**src/rtl/audio_pkg.sv**
```systemverilog
// Shared audio definitions: sample width/type, I2S receiver FSM states and
// output channel selectors.
package audio_pkg;

  localparam int unsigned SAMPLE_W_DEF = 16;

  typedef logic signed [SAMPLE_W_DEF-1:0] sample_t;

  typedef enum logic [1:0] {
    IDLE  = 2'd0,
    SHIFT = 2'd1,
    PAD   = 2'd2
  } i2s_state_e;

  localparam int unsigned CH_LEFT  = 0;
  localparam int unsigned CH_RIGHT = 1;
  localparam int unsigned CH_MIX   = 2;

endpackage

```
**src/rtl/i2s_rx_if.sv**
```systemverilog
// Valid/ready sample hand-off from the I2S receiver to its consumer,
// plus the receiver's event pulses.
interface i2s_rx_if #(
  parameter int unsigned SAMPLE_W = audio_pkg::SAMPLE_W_DEF
) ();

  logic signed [SAMPLE_W-1:0] sample_out;
  logic                       sample_valid;
  logic                       sample_ready;
  logic                       overrun;
  logic                       frame_err;

  modport master (
    output sample_out,
    output sample_valid,
    output overrun,
    output frame_err,
    input  sample_ready
  );

  modport slave (
    input  sample_out,
    input  sample_valid,
    input  overrun,
    input  frame_err,
    output sample_ready
  );

endinterface

```
**src/rtl/i2s_sync.sv**
```systemverilog
// Two-flop synchronizer for one asynchronous bit, with an optional
// rising-edge detect on the synchronized value.
module i2s_sync #(
  parameter bit EDGE_EN = 1'b0
) (
  input  logic clk,
  input  logic rst_n,
  input  logic d,
  output logic q,
  output logic rise
);

  logic s1_q, s2_q;

  always_ff @(posedge clk or negedge rst_n) begin
    if (!rst_n) begin
      s1_q <= 1'b0;
      s2_q <= 1'b0;
    end else begin
      s1_q <= d;
      s2_q <= s1_q;
    end
  end

  assign q = s2_q;

  if (EDGE_EN) begin : g_edge
    logic s3_q;
    always_ff @(posedge clk or negedge rst_n) begin
      if (!rst_n) s3_q <= 1'b0;
      else        s3_q <= s2_q;
    end
    assign rise = s2_q & ~s3_q;
  end else begin : g_no_edge
    assign rise = 1'b0;
  end

endmodule

```
**src/rtl/i2s_rx.sv**
```systemverilog
// I2S receiver: oversamples BCLK, deserialises standard-I2S slots and hands one
// mono sample per frame to the consumer through a one-entry holding register.
module i2s_rx
  import audio_pkg::*;
#(
  parameter int unsigned SAMPLE_W    = SAMPLE_W_DEF,
  parameter int unsigned SLOT_W      = 32,
  parameter int unsigned CHANNEL_SEL = CH_LEFT
) (
  input  logic     clk,
  input  logic     rst_n,
  input  logic     enable,
  input  logic     i2s_bclk,
  input  logic     i2s_lrclk,
  input  logic     i2s_sdata,
  i2s_rx_if.master out_if
);

  localparam int unsigned BW = $clog2(SAMPLE_W);
  localparam int unsigned SW = $clog2(SLOT_W + 1);

  logic [2:0] pins, pins_s, rise;
  logic       bit_tick, lr, sd, lr_change;

  assign pins = {i2s_sdata, i2s_lrclk, i2s_bclk};

  for (genvar i = 0; i < 3; i++) begin : g_sync
    i2s_sync #(
      .EDGE_EN(i == 0)
    ) u_sync (
      .clk  (clk),
      .rst_n(rst_n),
      .d    (pins[i]),
      .q    (pins_s[i]),
      .rise (rise[i])
    );
  end

  // Only the BCLK lane has edge detection; the other rise bits are tied low.
  assign bit_tick = |(rise & pins_s);
  assign lr       = pins_s[1];
  assign sd       = pins_s[2];

  i2s_state_e           state_q, state_d;
  logic [BW-1:0]        bit_cnt_q, bit_cnt_d;
  logic [SW-1:0]        slot_cnt_q, slot_cnt_d;
  logic [SAMPLE_W-1:0]  shift_q, shift_d, word;
  logic [SAMPLE_W-1:0]  left_q, left_d, right_q, right_d;
  logic                 ch_q, ch_d, lr_last_q, primed_q, left_ok_q, left_ok_d;
  logic                 emit_q, emit_d, err_q, err_d;

  // The first tick after reset only learns LRCLK, so a slot in flight is never taken.
  assign lr_change = bit_tick && primed_q && (lr != lr_last_q);

  always_comb begin
    state_d    = state_q;
    bit_cnt_d  = bit_cnt_q;
    slot_cnt_d = slot_cnt_q;
    shift_d    = shift_q;
    ch_d       = ch_q;
    left_d     = left_q;
    right_d    = right_q;
    left_ok_d  = (state_q == IDLE) ? 1'b0 : left_ok_q;
    emit_d     = 1'b0;
    err_d      = 1'b0;
    word       = {shift_q[SAMPLE_W-2:0], sd};
    if (!enable) begin
      state_d   = IDLE;
      left_ok_d = 1'b0;
    end else if (lr_change) begin
      if (state_q == SHIFT) begin
        err_d     = 1'b1;
        left_ok_d = 1'b0;
      end
      state_d    = SHIFT;
      bit_cnt_d  = '0;
      slot_cnt_d = '0;
      ch_d       = lr;
    end else if (bit_tick && state_q != IDLE) begin
      if (slot_cnt_q == SW'(SLOT_W - 1)) begin
        err_d     = 1'b1;
        left_ok_d = 1'b0;
        state_d   = IDLE;
      end else begin
        slot_cnt_d = slot_cnt_q + 1'b1;
        if (state_q == SHIFT) begin
          shift_d   = word;
          bit_cnt_d = bit_cnt_q + 1'b1;
          if (bit_cnt_q == BW'(SAMPLE_W - 1)) begin
            state_d = PAD;
            if (!ch_q) begin
              left_d    = word;
              left_ok_d = 1'b1;
              emit_d    = (CHANNEL_SEL == CH_LEFT);
            end else begin
              right_d = word;
              if (CHANNEL_SEL == CH_RIGHT) begin
                emit_d = 1'b1;
              end else if (CHANNEL_SEL == CH_MIX && left_ok_q) begin
                emit_d    = 1'b1;
                left_ok_d = 1'b0;
              end
            end
          end
        end
      end
    end
  end

  always_ff @(posedge clk or negedge rst_n) begin
    if (!rst_n) begin
      state_q    <= IDLE;
      bit_cnt_q  <= '0;
      slot_cnt_q <= '0;
      shift_q    <= '0;
      ch_q       <= 1'b0;
      left_q     <= '0;
      right_q    <= '0;
      left_ok_q  <= 1'b0;
      lr_last_q  <= 1'b0;
      primed_q   <= 1'b0;
      emit_q     <= 1'b0;
      err_q      <= 1'b0;
    end else begin
      state_q    <= state_d;
      bit_cnt_q  <= bit_cnt_d;
      slot_cnt_q <= slot_cnt_d;
      shift_q    <= shift_d;
      ch_q       <= ch_d;
      left_q     <= left_d;
      right_q    <= right_d;
      left_ok_q  <= left_ok_d;
      emit_q     <= emit_d;
      err_q      <= err_d;
      if (bit_tick) begin
        lr_last_q <= lr;
        primed_q  <= 1'b1;
      end
    end
  end

  logic signed [SAMPLE_W:0]   mix_sum;
  logic        [SAMPLE_W-1:0] emit_data, sample_q;
  logic                       valid_q, overrun_q;

  always_comb begin
    mix_sum = $signed({left_q[SAMPLE_W-1], left_q}) + $signed({right_q[SAMPLE_W-1], right_q});
    if (CHANNEL_SEL == CH_LEFT)       emit_data = left_q;
    else if (CHANNEL_SEL == CH_RIGHT) emit_data = right_q;
    else                              emit_data = mix_sum[SAMPLE_W:1];
  end

  always_ff @(posedge clk or negedge rst_n) begin
    if (!rst_n) begin
      sample_q  <= '0;
      valid_q   <= 1'b0;
      overrun_q <= 1'b0;
    end else if (emit_q) begin
      sample_q  <= emit_data;
      valid_q   <= 1'b1;
      overrun_q <= valid_q && !out_if.sample_ready;
    end else begin
      overrun_q <= 1'b0;
      if (valid_q && out_if.sample_ready) valid_q <= 1'b0;
    end
  end

  assign out_if.sample_out   = sample_q;
  assign out_if.sample_valid = valid_q;
  assign out_if.overrun      = overrun_q;
  assign out_if.frame_err    = err_q;

endmodule

```
**src/flat_wrapper.sv**
```systemverilog
// flat-port wrapper written by rule: the top's interface ports become plain ports
module i2s_rx_flat import audio_pkg::*;
#(
  parameter int unsigned SAMPLE_W    = SAMPLE_W_DEF,
  parameter int unsigned SLOT_W      = 32,
  parameter int unsigned CHANNEL_SEL = CH_LEFT
)
  (clk, rst_n, enable, i2s_bclk, i2s_lrclk, i2s_sdata, out_if_sample_out, out_if_sample_valid, out_if_overrun, out_if_frame_err, out_if_sample_ready);
  i2s_rx_if #(.SAMPLE_W(SAMPLE_W)) out_if_i ();
  input  logic clk;
  input  logic rst_n;
  input  logic enable;
  input  logic i2s_bclk;
  input  logic i2s_lrclk;
  input  logic i2s_sdata;
  output wire logic [$bits(out_if_i.sample_out)-1:0] out_if_sample_out;
  output wire logic [$bits(out_if_i.sample_valid)-1:0] out_if_sample_valid;
  output wire logic [$bits(out_if_i.overrun)-1:0] out_if_overrun;
  output wire logic [$bits(out_if_i.frame_err)-1:0] out_if_frame_err;
  input wire logic [$bits(out_if_i.sample_ready)-1:0] out_if_sample_ready;
  assign out_if_sample_out = out_if_i.sample_out;
  assign out_if_sample_valid = out_if_i.sample_valid;
  assign out_if_overrun = out_if_i.overrun;
  assign out_if_frame_err = out_if_i.frame_err;
  assign out_if_i.sample_ready = out_if_sample_ready;
  i2s_rx #(.SAMPLE_W(SAMPLE_W), .SLOT_W(SLOT_W), .CHANNEL_SEL(CHANNEL_SEL)) u_core (.clk(clk), .rst_n(rst_n), .enable(enable), .i2s_bclk(i2s_bclk), .i2s_lrclk(i2s_lrclk), .i2s_sdata(i2s_sdata), .out_if(out_if_i));
endmodule
```
**config.mk**
```make
export PLATFORM = sky130hd
export DESIGN_NAME = i2s_rx_flat
export DESIGN_NICKNAME = d
export VERILOG_FILES = /design/src/rtl/audio_pkg.sv /design/src/rtl/i2s_rx_if.sv /design/src/rtl/i2s_sync.sv /design/src/rtl/i2s_rx.sv /design/src/flat_wrapper.sv
export SDC_FILE = /design/constraint.sdc
export NUM_CORES = 1
export LEC_CHECK = 0
export CAP_MARGIN = 20
export CORE_ASPECT_RATIO = 2
export CORE_MARGIN = 2
export CORE_UTILIZATION = 61
export DETAILED_ROUTE_END_ITERATION = 16
export PLACE_DENSITY = 0.91
export RECOVER_POWER = 50
export SYNTH_ARGS = -nofsm -noshare
export SYNTH_HDL_FRONTEND = slang
export SYNTH_SLANG_ARGS = --single-unit
```
**constraint.sdc**
```tcl
create_clock -name clk -period 6.32 [get_ports clk]
set_input_delay 1.264 -clock clk [delete_from_list [all_inputs] [get_ports clk]]
set_output_delay 1.264 -clock clk [all_outputs]
set_load 0.05 [all_outputs]
```
---- Word level (Yosys, flattened, before mapping) ----
Index checks and enable logic that the tools add are counted.
W data, S select, Z words.
word-level totals
  register bits ........................... 73
  output and inout bits ................... 19
  input bits .............................. 7
  word-level logic and storage cells ...... 81
operators by class
  reduce and logical (&&, ||, !) cells .... 17
  add/sub/neg operators ................... 2
  muxes and demuxes ....................... 28
  equality and inequality tests ........... 8
  bitwise gates (word level) .............. 6
operators by type and width
  kind                   count
  $mux W6                3
  $mux W4                4
  $mux W1                15
  $mux W2                6
  $ne A4 B1 Y1 const B   2
  $reduce_bool A2 Y1     4
  $reduce_and A7 Y1      1
  $add A6 B1 Y6 const B  1
  $eq A6 B5 Y1 const B   1
  $reduce_and A3 Y1      2
  $logic_and A1 B1 Y1    5
  $reduce_and A5 Y1      1
  $add A4 B1 Y4 const B  1
  $eq A4 B4 Y1 const B   1
  $not A1 Y1             4
  $reduce_and A4 Y1      1
  $and A1 B3 Y3          1
  $ne A3 B1 Y1 const B   1
  $reduce_or A3 Y1       1
  $eq A2 B1 Y1 const B   1
  $ne A2 B1 Y1 const B   1
  $reduce_and A2 Y1      1
  $and A1 B1 Y1          1
  $logic_not A1 Y1       1
  $ne A1 B1 Y1           1

---- Depth between registers and ports, before layout ----
Gate-level depths: netlist (run 1).
  depth in word-level cells ............... 8
  mapped depth ............................ 7

---- Cells and area by module ----
A second synthesis (run 1) with hierarchy kept.
unflattened totals
  cells, all modules ...................... 213
  area total of the unflattened synthesis .. 3017.9 um^2
by module, submodules not included
  module                                  instances  area an instance (um^2)  cells each
  i2s_rx                                  1          2806.4                   201
  i2s_sync (u_core.g_sync[1].u_sync ...)  2          61.3                     4
  i2s_sync (u_core.g_sync[0].u_sync)      1          88.8                     4

---- Worst setup path before layout (run 1) ----
No wires, ideal clock.
  path type ............................... input port to flip-flop
  from .................................... input enable
  to ...................................... register u_core.left_q[0], in the netlist u_core.emit_data[0]
  data arrival time ....................... 2.512 ns
  required time ........................... 6.195 ns
  setup slack ............................. 3.683 ns
  buffers on the path ..................... 2
  stages .................................. 6
  path through ............................ inv_2 a31o_2 buf_4 nor4_4 buf_8 mux2_4
on the way
  cells in the longest elaborated chain, start to end .. 1
ends and longest elaborated chain
  what                                line                text
  start: declaration                  flat_wrapper.sv:12  input logic enable;
  $reduce_and A7 Y1 (no source line)  -
  end signal: assignment              i2s_rx.sv:130       left_q <= left_d;
  end: declaration                    i2s_rx.sv:48        logic [SAMPLE_W-1:0] left_q, left_d, right_q, right_d;
No other way between the ends.
A chain may end at the register's enable or synchronous reset.

---- Final worst setup path (run 1) ----
  from .................................... input enable
  to ...................................... register u_core.shift_q[13]
on the way
  cells in the longest elaborated chain, start to end .. 1
ends and longest elaborated chain
  what                                line           text
  $reduce_and A5 Y1 (no source line)  -
  end signal: assignment              i2s_rx.sv:128  shift_q <= shift_d;
  end: declaration                    i2s_rx.sv:47   logic [SAMPLE_W-1:0] shift_q, shift_d, word;
No other way between the ends.

==> metrics.txt, run 1 <==
# TYPE chip_impl_metric gauge
chip_impl_info{name="result_of_the_run",value="finished, final reports clean"} 1
chip_impl_info{name="worstSetupStartpointType",value="primary input"} 1
chip_impl_metric{name="power_leakage",unit="nW"} 1.622
chip_impl_metric{name="yosys_register_bits",unit=""} 73
chip_impl_metric{name="die_height",unit="um"} 102.7
chip_impl_metric{name="fin_tns_setup",unit="ps"} 0
chip_impl_metric{name="first_global_vias",unit=""} 1815
chip_impl_metric{name="route.detailed.wl_per_inst",unit="um"} 18.35
chip_impl_metric{name="floorplan.rows",unit=""} 36
chip_impl_metric{name="drc_errors",unit=""} 0
chip_impl_metric{name="post_route_cells_drive_above_1_share",unit="%"} 31.09
chip_impl_metric{name="met1_routed_length",unit="mm"} 2.125
chip_impl_metric{name="clkTransAtPathRegs",unit="ps"} 70
chip_impl_metric{name="finalCritPeriodShare",unit="%"} 51.60
chip_impl_metric{name="layout_min_cycle_time",unit="ps"} 3261
chip_impl_metric{name="cts_resized",unit=""} 0
chip_impl_metric{name="synth_top_cell_area_share",unit="%"} 61.42
chip_impl_metric{name="slew_viol_final",unit=""} 0
chip_impl_metric{name="max_slew.worst_pin.slew",unit="ps"} 886.3
chip_impl_metric{name="cts_inserted_buffers",unit=""} 9
chip_impl_metric{name="initial_antenna_violation_count",unit=""} 0
chip_impl_metric{name="finalPower",unit="uW"} 907.3
chip_impl_metric{name="synth-seq-area-share",unit="%"} 61.42
chip_impl_info{name="synth_top_flop_cell",value="sky130_fd_sc_hd__dfrtp_1"} 1
chip_impl_metric{name="number_of_buffers_added_on_ports",unit=""} 25
chip_impl_metric{name="htree_levels",unit=""} 3
chip_impl_metric{name="critPathArrivalTime",unit="ps"} 3480
chip_impl_metric{name="maximum_number_of_pins_on_one_net_before_global_route_repair",unit=""} 74
chip_impl_metric{name="number_of_buffers_between_clock_root_and_the_deepest_sink",unit=""} 2
chip_impl_metric{name="synthesis.nets",unit=""} 211
chip_impl_metric{name="postLayoutSetupSlackWorst",unit="ps"} 3059
chip_impl_metric{name="power_density",unit="nW/um2"} 264.9
chip_impl_metric{name="max_cap_viol_count",unit=""} 0
chip_impl_info{name="synth_top_cells_by_area",value="sky130_fd_sc_hd__dfrtp_1 (61%), sky130_fd_sc_hd__mux2_2 (15%), sky130_fd_sc_hd__mux2_4 (5.0%), sky130_fd_sc_hd__o211a_1 (1.0%), sky130_fd_sc_hd__inv_1 (0.88%)"} 1
chip_impl_metric{name="hold_viol",unit=""} 0
chip_impl_metric{name="synthArstFlopShare",unit="%"} 100.0
chip_impl_info{name="grt_setup_unrepaired",value="no"} 1
chip_impl_metric{name="post_cts.repair.setup_buffers",unit=""} 0
chip_impl_metric{name="worst_slew_margin_rel",unit="%"} 40.91
chip_impl_metric{name="route.final.wire_length",unit="mm"} 5.412
chip_impl_metric{name="crit_required",unit="ps"} 6540
chip_impl_metric{name="avgViaCountPerCell",unit=""} 6.020
chip_impl_metric{name="finalSetupViolCount",unit=""} 0
chip_impl_info{name="clock-root-buffer",value="sky130_fd_sc_hd__clkbuf_8"} 1
chip_impl_info{name="cts_tree",value="built"} 1
chip_impl_metric{name="met2RoutedLength",unit="mm"} 2.864
chip_impl_metric{name="antenna_cells",unit=""} 0
chip_impl_info{name="final_cell_mix",value="sky130_fd_sc_hd__dfrtp_1 (73), sky130_fd_sc_hd__mux2_2 (39), sky130_fd_sc_hd__clkdlybuf4s50_1 (19)"} 1
chip_impl_metric{name="core_region_area",unit="um2"} 4775
chip_impl_metric{name="place_ws",unit="ps"} 2857
chip_impl_metric{name="dp_hpwl",unit="mm"} 3.384
chip_impl_metric{name="num_vias",unit=""} 1776
chip_impl_metric{name="max_clock_freq",unit="MHz"} 306.7
chip_impl_metric{name="drt_pre_antenna_iters",unit=""} 4
chip_impl_metric{name="cts_sinks",unit=""} 73
chip_impl_metric{name="critical_path_peak_fanout",unit=""} 16
chip_impl_metric{name="grt_first_pass_wirelength",unit="mm"} 8.894
chip_impl_metric{name="power.ir.vdd_worst",unit="V"} 0.0002444
chip_impl_metric{name="grt_total_ovfl",unit=""} 0
chip_impl_metric{name="globalRouteTotalUtil",unit="%"} 23.08
chip_impl_metric{name="yosys_cell_types",unit=""} 43
chip_impl_metric{name="ys.warnings.count",unit=""} 0
chip_impl_metric{name="dieArea",unit="um2"} 5484
chip_impl_metric{name="cts-hold-fix-buffers",unit=""} 0
chip_impl_metric{name="placed_cells_incl_taps",unit=""} 279
chip_impl_info{name="worstSetupPathType",value="in -> reg"} 1
chip_impl_metric{name="effective_utilization_at_floorplan",unit="%"} 62.29
chip_impl_info{name="yosys.area.top_type",value="sky130_fd_sc_hd__dfrtp_1"} 1
chip_impl_metric{name="antenna_violating_nets_post_route",unit=""} 0
chip_impl_metric{name="final_nets",unit=""} 242
chip_impl_metric{name="clkLatencyLatePin",unit="ps"} 340
chip_impl_metric{name="layout-area-overhead-vs-synth",unit="%"} 15.19
chip_impl_metric{name="synth_enable_flop_cells",unit=""} 0
chip_impl_metric{name="synth_cells",unit=""} 202
chip_impl_info{name="top_layer",value="met4"} 1
chip_impl_metric{name="cell_area_synth",unit="um2"} 2974
chip_impl_metric{name="chipWidth",unit="um"} 53.38
chip_impl_metric{name="detailedRoute.firstIterationViolations",unit=""} 46
chip_impl_metric{name="synth.avg_cell_area",unit="um2"} 14.72
chip_impl_metric{name="boundaryPins",unit=""} 26
chip_impl_metric{name="finalWeightedCongestion",unit=""} 0.8355
chip_impl_metric{name="met3RoutedLength",unit="um"} 209
chip_impl_info{name="min-delay-path-class",value="reg -> reg"} 1
chip_impl_info{name="layout.cells.most_common",value="sky130_fd_sc_hd__dfrtp_1"} 1
chip_impl_metric{name="worst_clock_skew",unit="ps"} 9.445
chip_impl_metric{name="post_layout_nonfiller_instances",unit=""} 295
chip_impl_info{name="capturing_element_type_of_the_critical_path",value="flip-flop"} 1
-- final timing paths --
kind,depth (start not counted),slack (ps),from,to
setup / recovery,5,3060,enable,u_core.shift_q[13]$_DFFE_PN0P_
max in group asynchronous,2,4620,rst_n,u_core.shift_q[6]$_DFFE_PN0P_
min in group asynchronous,2,1110,rst_n,u_core.state_q[0]$_DFFE_PN0P_
setup reg to reg,5,3980,u_core.slot_cnt_q[0]$_DFFE_PN0P_,u_core.shift_q[13]$_DFFE_PN0P_
hold reg to reg,0,350,u_core.g_sync[0].u_sync.s1_q$_DFF_PN0_,u_core.g_sync[0].u_sync.q$_DFF_PN0_
hold / removal,0,350,u_core.g_sync[0].u_sync.s1_q$_DFF_PN0_,u_core.g_sync[0].u_sync.q$_DFF_PN0_
-- through the flow --
stage               utilization (%)  instance area, um2  hold WS [ps]
finish                        71.75                3426         350.5
global route                  71.75                3426         365.9
CTS                           71.75                3426         354.3
detailed placement            68.11                3252         341.0
global placement              68.11                3252         333.0
floorplan                         -                2974         331.2
-- synthesized netlist by cell type (2+ instances only) --
cell,count
sky130_fd_sc_hd__a211o_1,3
sky130_fd_sc_hd__a21o_1,2
sky130_fd_sc_hd__a21oi_1,4
sky130_fd_sc_hd__a22o_1,2
sky130_fd_sc_hd__a31oi_1,3
sky130_fd_sc_hd__and3_1,3
sky130_fd_sc_hd__buf_4,2
sky130_fd_sc_hd__clkbuf_1,2
sky130_fd_sc_hd__dfrtp_1,73
sky130_fd_sc_hd__ha_1,2
sky130_fd_sc_hd__inv_1,7
sky130_fd_sc_hd__mux2_2,39
sky130_fd_sc_hd__mux2_4,10
sky130_fd_sc_hd__nand2_1,5
sky130_fd_sc_hd__nand2b_1,2
sky130_fd_sc_hd__nand3_1,4
sky130_fd_sc_hd__nand4_1,2
sky130_fd_sc_hd__nor2_1,5
sky130_fd_sc_hd__nor3_1,2
sky130_fd_sc_hd__nor4_1,4
sky130_fd_sc_hd__o211a_1,3
sky130_fd_sc_hd__o21ai_0,2
-- area by class of cell --
cell class | count | area, um2
Fill cell | 334 | 1349
Clock inverter | 4 | 28.78
Sequential cell | 73 | 1827
Multi-Input combinational cell | 114 | 1064
Clock buffer | 12 | 145.1
Inverter | 8 | 30.03
Tap cell | 57 | 71.32
Timing Repair Buffer | 27 | 260.3
-- where the power goes --
part | leakage [nW] | switching (mW) | internal [mW]
clock | 0.0826 | 0.165 | 0.153
combinational | 0.563 | 0.0396 | 0.0330
sequential | 0.976 | 0.0251 | 0.491
total | 1.62 | 0.230 | 0.677
-- registers in the layout (all words and copies together), names as in the netlist, 2 cells and up --
name and cells:
u_core.slot_cnt_q 6, u_core.emit_data 16, u_core.shift_q 15, u_core.g_sync.u_sync.q 3, u_core.g_sync.u_sync.s1_q 3, u_core.out_if.sample_out 16, u_core.state_q 2, u_core.bit_cnt_q 4
-- worst max-delay path: stages --
cell and delay (ps):
sky130_fd_sc_hd__dlygate4sd3_1 680, sky130_fd_sc_hd__inv_2 150, sky130_fd_sc_hd__a31o_2 330, sky130_fd_sc_hd__nor2_2 630, sky130_fd_sc_hd__mux2_2 430
-- per-layer routing --
layer	vias to the layer above	track usage, %
met5	-	0
met4	0	10.06
met3	22	7.246
met2	61	35.99
met1	895	29.25
li1	798	-
-- cells by family (layout without fill, tap and decap cells) --
family | Yosys count | count (layout) | synth area share [%]
xor+xnor | 1 | 1 | 0.2945
simple gates | 34 | 34 | 6.984
buf+inv | 15 | 51 | 2.818
mux | 49 | 49 | 19.81
compound gates | 28 | 28 | 7.826
fa+ha+maj | 2 | 2 | 0.8413
flops | 73 | 73 | 61.42
(Power assumes the default switching activity.)
==> inputs of run 2 (changes only) <==
- CORE_UTILIZATION: 61 -> 51
- PLACE_DENSITY: 0.91 -> 0.82
- clock period: 6.32 -> 2.7 ns (I/O delays scaled with it)
==> metrics.txt, run 2 (same netlist as run 1, synthesis figures left out) <==
# TYPE chip_impl_metric gauge
chip_impl_metric{name="route.detailed.wl_per_inst",unit="um"} 17.32
chip_impl_metric{name="clkLatencyLatePin",unit="ps"} 330
chip_impl_metric{name="final_nets",unit=""} 244
chip_impl_info{name="violated_checks",value="max-capacitance violations, max-slew violations"} 1
chip_impl_metric{name="hold_viol",unit=""} 0
chip_impl_info{name="min-delay-path-class",value="reg -> reg"} 1
chip_impl_info{name="clock-root-buffer",value="sky130_fd_sc_hd__clkbuf_16"} 1
chip_impl_metric{name="fin_tns_setup",unit="ps"} 0
chip_impl_info{name="worstSetupStartpointType",value="flip-flop"} 1
chip_impl_info{name="worstSetupPathType",value="reg -> reg"} 1
chip_impl_metric{name="layout-area-overhead-vs-synth",unit="%"} 19.69
chip_impl_metric{name="max_clock_freq",unit="MHz"} 464.6
chip_impl_metric{name="avgViaCountPerCell",unit=""} 5.896
chip_impl_metric{name="cts-hold-fix-buffers",unit=""} 0
chip_impl_metric{name="first_global_vias",unit=""} 1901
chip_impl_metric{name="power_leakage",unit="nW"} 1.682
chip_impl_metric{name="layout_min_cycle_time",unit="ps"} 2152
chip_impl_metric{name="floorplan.rows",unit=""} 39
chip_impl_metric{name="detailedRoute.firstIterationViolations",unit=""} 47
chip_impl_metric{name="number_of_buffers_between_clock_root_and_the_deepest_sink",unit=""} 2
chip_impl_metric{name="maximum_number_of_pins_on_one_net_before_global_route_repair",unit=""} 42
chip_impl_metric{name="initial_antenna_violation_count",unit=""} 0
chip_impl_metric{name="cts_inserted_buffers",unit=""} 9
chip_impl_metric{name="globalRouteTotalUtil",unit="%"} 18.45
chip_impl_metric{name="clkTransAtPathRegs",unit="ps"} 50
chip_impl_metric{name="whs",unit="ps"} 347.2
chip_impl_info{name="result_of_the_run",value="finished, violations left"} 1
chip_impl_metric{name="critical_path_peak_fanout",unit=""} 16
chip_impl_metric{name="finalSetupViolCount",unit=""} 0
chip_impl_metric{name="antenna_cells",unit=""} 0
chip_impl_metric{name="cts_sinks",unit=""} 73
chip_impl_metric{name="drc_errors",unit=""} 0
chip_impl_metric{name="power.ir.vdd_worst",unit="V"} 0.0006690
chip_impl_metric{name="dp_hpwl",unit="mm"} 3.475
chip_impl_metric{name="number_of_buffers_added_on_ports",unit=""} 25
chip_impl_metric{name="finalCritPeriodShare",unit="%"} 79.72
chip_impl_metric{name="boundaryPins",unit=""} 26
chip_impl_metric{name="finalWeightedCongestion",unit=""} 0.8082
chip_impl_metric{name="dieArea",unit="um2"} 6496
chip_impl_metric{name="worst_slew_margin_rel",unit="%"} -14.54
chip_impl_info{name="layout.cells.most_common",value="sky130_fd_sc_hd__dfrtp_1"} 1
chip_impl_metric{name="max_cap_viol_count",unit=""} 1
chip_impl_metric{name="htree_levels",unit=""} 3
chip_impl_info{name="capturing_element_type_of_the_critical_path",value="flip-flop"} 1
chip_impl_metric{name="die_height",unit="um"} 112.0
chip_impl_metric{name="critPathArrivalTime",unit="ps"} 2360
chip_impl_metric{name="drt_pre_antenna_iters",unit=""} 4
chip_impl_info{name="cts_tree",value="built"} 1
chip_impl_metric{name="antenna_violating_nets_post_route",unit=""} 0
chip_impl_metric{name="post_route_cells_drive_above_1_share",unit="%"} 30.25
chip_impl_metric{name="num_vias",unit=""} 1763
chip_impl_metric{name="worst_clock_skew",unit="ps"} 4.427
chip_impl_metric{name="post_cts.repair.setup_buffers",unit=""} 0
chip_impl_metric{name="effective_utilization_at_floorplan",unit="%"} 52.54
chip_impl_metric{name="grt_first_pass_wirelength",unit="mm"} 8.728
chip_impl_metric{name="power_density",unit="nW/um2"} 681.1
chip_impl_metric{name="route.final.wire_length",unit="mm"} 5.178
chip_impl_metric{name="grt_total_ovfl",unit=""} 0
chip_impl_metric{name="core_region_area",unit="um2"} 5660
chip_impl_metric{name="max_slew.worst_pin.slew",unit="ps"} 1718
chip_impl_metric{name="slew_viol_final",unit=""} 33
chip_impl_metric{name="crit_required",unit="ps"} 2910
chip_impl_metric{name="cts_resized",unit=""} 0
chip_impl_metric{name="chipWidth",unit="um"} 58
chip_impl_info{name="grt_setup_unrepaired",value="no"} 1
chip_impl_metric{name="total_of_fill_cells_in_the_finished_design",unit=""} 418
chip_impl_info{name="final_cell_mix",value="sky130_fd_sc_hd__dfrtp_1 (73), sky130_fd_sc_hd__mux2_2 (39), sky130_fd_sc_hd__clkdlybuf4s50_1 (21)"} 1
run 2: cell count changes in the layout (fill, tap and decap cells not counted), sizes merged:
| cell | change |
|---|---|
| clkbuf | +3 |
| clkdlybuf4s50 | +2 |
| dlygate4sd3 | -2 |
| clkinvlp | -2 |
| buf | +1 |
| clkinv | -2 |
run 2: through the flow:
stage                     utilization [%]  total power [mW]  worst slack [ps]  std cells  instance area, um2
after floorplan                         -             1.323             596.6        202                2974
after global placement              58.24             1.381             393.6        285                3297
after detailed placement            58.24             1.389             366.0        285                3297
after CTS                           62.91             2.444             538.5        299                3561
after global routing                62.89             2.518             451.8        299                3560
final                               62.89             2.424             547.6        299                3560
run 2: path summary, 6_finish.rpt:
check	from	endpoint	slack, ps	cells past startpoint
worst min-delay path	u_core.g_sync[2].u_sync.s1_q$_DFF_PN0_	u_core.g_sync[2].u_sync.q$_DFF_PN0_	350	0
worst min register to register	u_core.g_sync[2].u_sync.s1_q$_DFF_PN0_	u_core.g_sync[2].u_sync.q$_DFF_PN0_	350	0
worst max-delay path	u_core.slot_cnt_q[0]$_DFFE_PN0P_	u_core.emit_data[12]$_DFFE_PN0P_	550	6
max in group asynchronous	rst_n	u_core.shift_q[8]$_DFFE_PN0P_	1050	1
worst max register to register	u_core.slot_cnt_q[0]$_DFFE_PN0P_	u_core.emit_data[12]$_DFFE_PN0P_	550	6
min in group asynchronous	rst_n	u_core.g_sync[2].u_sync.s1_q$_DFF_PN0_	660	1
run 2: where the power goes:
part | switching [mW] | internal, mW | total [mW] | leakage, nW
clock network | 0.393 | 0.662 | 1.05 | 0.129
logic | 0.0861 | 0.0790 | 0.165 | 0.577
registers | 0.0531 | 1.15 | 1.21 | 0.976
run 2: final cells by class:
class / count / area, um2 / share of cell area (%)
inverters: 8 / 30.03 / 0.8436
multi-input cells: 114 / 1064 / 29.88
repair buffers: 29 / 299.0 / 8.401
well taps: 61 / 76.32 / 2.144
clock buffers: 14 / 264.0 / 7.417
flip-flops and latches: 73 / 1827 / 51.32
run 2: per-layer routing:
layer / global-route usage (%) / share of wire [%] / up-vias
li1: - / - / 801
met1: 20.00 / 38 / 900
met2: 29.70 / 54 / 46
met3: 5.343 / 4.2 / 16
met4: 13.33 / 3.9 / 0
met5: 0 / 0 / -
run 2: critical path: stages, from the launching register on:
cell	delay [ps]
sky130_fd_sc_hd__dfrtp_1	390
sky130_fd_sc_hd__ha_1	250
sky130_fd_sc_hd__nand4_1	240
sky130_fd_sc_hd__o2111ai_4	230
sky130_fd_sc_hd__nor4_4	360
sky130_fd_sc_hd__buf_12	210
sky130_fd_sc_hd__mux2_2	350
==> inputs of run 3 (changes only) <==
- CORE_UTILIZATION: 51 -> 56
- PLACE_DENSITY: 0.82 -> 0.85
- clock period: 2.7 -> 2.11 ns (I/O delays scaled with it)
==> metrics.txt, run 3 (same netlist as run 1, synthesis figures left out) <==
# TYPE chip_impl_metric gauge
chip_impl_info{name="result_of_the_run",value="finished, final reports clean"} 1
chip_impl_metric{name="chipWidth",unit="um"} 55.53
chip_impl_metric{name="postLayoutCellArea",unit="um2"} 3525
chip_impl_info{name="timing.rr.start",value="u_core.slot_cnt_q[0]$_DFFE_PN0P_"} 1
chip_impl_info{name="cts_tree",value="built"} 1
chip_impl_metric{name="critical_path_peak_fanout",unit=""} 16
chip_impl_info{name="crit_slowest_cell",value="sky130_fd_sc_hd__dfrtp_1"} 1
chip_impl_info{name="grt_setup_unrepaired",value="no"} 1
chip_impl_metric{name="fin_tns_setup",unit="ps"} 0
chip_impl_metric{name="die_height",unit="um"} 107.1
chip_impl_metric{name="worst_slew_margin_rel",unit="%"} 13.69
chip_impl_metric{name="drc_errors",unit=""} 0
chip_impl_metric{name="antenna_violating_nets_post_route",unit=""} 0
chip_impl_metric{name="timing.reg2reg.worst_path_depth",unit=""} 7
chip_impl_metric{name="layout-area-overhead-vs-synth",unit="%"} 18.51
chip_impl_metric{name="max_cap_viol_count",unit=""} 0
chip_impl_info{name="cp_cell_sequence",value="ha_1 -> nand4_1 -> o2111ai_4 -> buf_4 -> nor2_2 -> buf_12 -> mux2_2"} 1
chip_impl_metric{name="power_leakage",unit="nW"} 1.671
chip_impl_info{name="worstSetupPathType",value="reg -> reg"} 1
chip_impl_metric{name="floorplan.rows",unit=""} 37
chip_impl_metric{name="route.final.wire_length",unit="mm"} 5.134
chip_impl_metric{name="finalSetupViolCount",unit=""} 0
chip_impl_metric{name="finalWeightedCongestion",unit=""} 0.7989
chip_impl_metric{name="htree_levels",unit=""} 3
chip_impl_metric{name="number_of_buffers_between_clock_root_and_the_deepest_sink",unit=""} 2
chip_impl_metric{name="max_clock_freq",unit="MHz"} 511.7
chip_impl_info{name="min-delay-path-class",value="in -> async"} 1
chip_impl_metric{name="avgViaCountPerCell",unit=""} 5.816
chip_impl_metric{name="cts_inserted_buffers",unit=""} 9
chip_impl_metric{name="reg2reg_slack",unit="ps"} 160
chip_impl_metric{name="power_density",unit="nW/um2"} 795.2
chip_impl_metric{name="cts_sinks",unit=""} 73
chip_impl_info{name="critical_path_end",value="u_core.shift_q[4]$_DFFE_PN0P_"} 1
chip_impl_metric{name="critPathArrivalTime",unit="ps"} 2190
chip_impl_metric{name="num_vias",unit=""} 1768
chip_impl_metric{name="cts-hold-fix-buffers",unit=""} 0
chip_impl_metric{name="first_global_vias",unit=""} 1923
chip_impl_metric{name="drt_pre_antenna_iters",unit=""} 4
chip_impl_metric{name="slew_viol_final",unit=""} 0
chip_impl_metric{name="clkLatencyLatePin",unit="ps"} 350
chip_impl_metric{name="effective_utilization_at_floorplan",unit="%"} 57.88
chip_impl_metric{name="power.ir.vdd_worst",unit="V"} 0.0006638
chip_impl_metric{name="placed_cell_area",unit="um2"} 3358
chip_impl_info{name="final_cell_mix",value="sky130_fd_sc_hd__dfrtp_1 (73), sky130_fd_sc_hd__mux2_2 (39), sky130_fd_sc_hd__clkdlybuf4s50_1 (21)"} 1
chip_impl_info{name="clock-root-buffer",value="sky130_fd_sc_hd__clkbuf_8"} 1
chip_impl_metric{name="worst_clock_skew",unit="ps"} 6.779
chip_impl_metric{name="cts_resized",unit=""} 0
chip_impl_metric{name="layout_min_cycle_time",unit="ps"} 1954
chip_impl_metric{name="total_of_fill_cells_in_the_finished_design",unit=""} 353
chip_impl_metric{name="cpPeakStageDelay",unit="ps"} 400
chip_impl_metric{name="post_route_cells_drive_above_1_share",unit="%"} 33.33
chip_impl_metric{name="final_nets",unit=""} 251
chip_impl_metric{name="maximum_number_of_pins_on_one_net_before_global_route_repair",unit=""} 41
chip_impl_metric{name="finalPower",unit="mW"} 2.803
chip_impl_info{name="regToRegEndpoint",value="u_core.shift_q[4]$_DFFE_PN0P_"} 1
chip_impl_metric{name="max_slew.worst_pin.slew",unit="ps"} 1295
chip_impl_metric{name="finalCritPeriodShare",unit="%"} 92.62
chip_impl_metric{name="boundaryPins",unit=""} 26
chip_impl_info{name="capturing_element_type_of_the_critical_path",value="flip-flop"} 1
chip_impl_metric{name="initial_antenna_violation_count",unit=""} 0
chip_impl_metric{name="core_region_area",unit="um2"} 5139
chip_impl_metric{name="post_cts.repair.setup_buffers",unit=""} 0
chip_impl_metric{name="clkTransAtPathRegs",unit="ps"} 70
chip_impl_info{name="worstSetupStartpointType",value="flip-flop"} 1
chip_impl_metric{name="antenna_cells",unit=""} 0
chip_impl_metric{name="dieArea",unit="um2"} 5945
chip_impl_metric{name="dp_hpwl",unit="mm"} 3.509
chip_impl_metric{name="grt_first_pass_wirelength",unit="mm"} 8.997
chip_impl_metric{name="route.detailed.wl_per_inst",unit="um"} 16.89
chip_impl_metric{name="hold_viol",unit=""} 0
chip_impl_metric{name="grt_total_ovfl",unit=""} 0
chip_impl_metric{name="number_of_buffers_added_on_ports",unit=""} 25
chip_impl_metric{name="detailedRoute.firstIterationViolations",unit=""} 33
chip_impl_metric{name="crit_required",unit="ps"} 2340
chip_impl_info{name="critical_path_source",value="u_core.slot_cnt_q[0]$_DFFE_PN0P_"} 1
chip_impl_info{name="layout.cells.most_common",value="sky130_fd_sc_hd__dfrtp_1"} 1
chip_impl_metric{name="globalRouteTotalUtil",unit="%"} 20.03
## run 3: cell count changes in the layout (fill, tap and decap cells not counted), sizes merged
cell	previous run	this run
buf	4	9
clkbuf	15	12
clkinv	0	3
clkinvlp	0	2
bufinv	0	1
## run 3: layer usage
layer  wire length [um]  track usage [%]  up-vias
li1                   -                -      822
met1               2086            23.63      904
met2               2745            32.99       29
met3                152            3.739       13
met4                149            13.07        0
met5                  0                0        -
## run 3: worst min path at each step
stage / end / cells after the start / slack, ps
2_1_floorplan: u_core.bit_cnt_q[0]$_DFFE_PN0P_ / 0 / 130
3_3_place_gp: u_core.g_sync[0].u_sync.q$_DFF_PN0_ / 0 / 330
3_5_place_dp: u_core.g_sync[1].u_sync.q$_DFF_PN0_ / 0 / 340
4_1_cts: u_core.shift_q[5]$_DFFE_PN0P_ / 1 / 70
5_1_grt: u_core.g_sync[1].u_sync.q$_DFF_PN0_ / 0 / 360
6_report: u_core.out_if.sample_out[0]$_DFFE_PN0P_ / 1 / 340
## run 3: through the flow
stage / hold WS [ps] / cells / setup slack (ps) / utilization [%]
2_1_floorplan: 126.4 / 202 / 6.610 / -
3_3_place_gp: 331.4 / 289 / 41.62 / 65.35
3_5_place_dp: 336.3 / 289 / 15.25 / 65.35
4_1_cts: 71.38 / 304 / 141.6 / 68.93
5_1_grt: 359.8 / 304 / 53.23 / 68.59
6_report: 341.5 / 304 / 155.8 / 68.59
## run 3: worst max-delay path: cells and delay by family, from the launching register on
kind / cells / cell delay, ps
flops: 1 / 400
fa+ha+maj: 1 / 230
mux: 1 / 350
buf+inv: 2 / 370
simple gates: 2 / 340
compound gates: 1 / 150
## run 3: cell type report
cell class | count | area, um2 | share of cell area, %
repair buffers | 36 | 347.8 | 9.869
clock inverters | 6 | 60.06 | 1.704
flip-flops and latches | 73 | 1827 | 51.83
inverters | 8 | 30.03 | 0.8520
multi-input cells | 114 | 1064 | 30.17
clock buffers | 9 | 123.9 | 3.514
well taps | 58 | 72.57 | 2.059
## run 3: power by group
group	leakage (nW)	internal (mW)	switching, mW
clock network	0.0909	0.532	0.507
registers	0.976	1.47	0.0663
logic	0.604	0.110	0.117
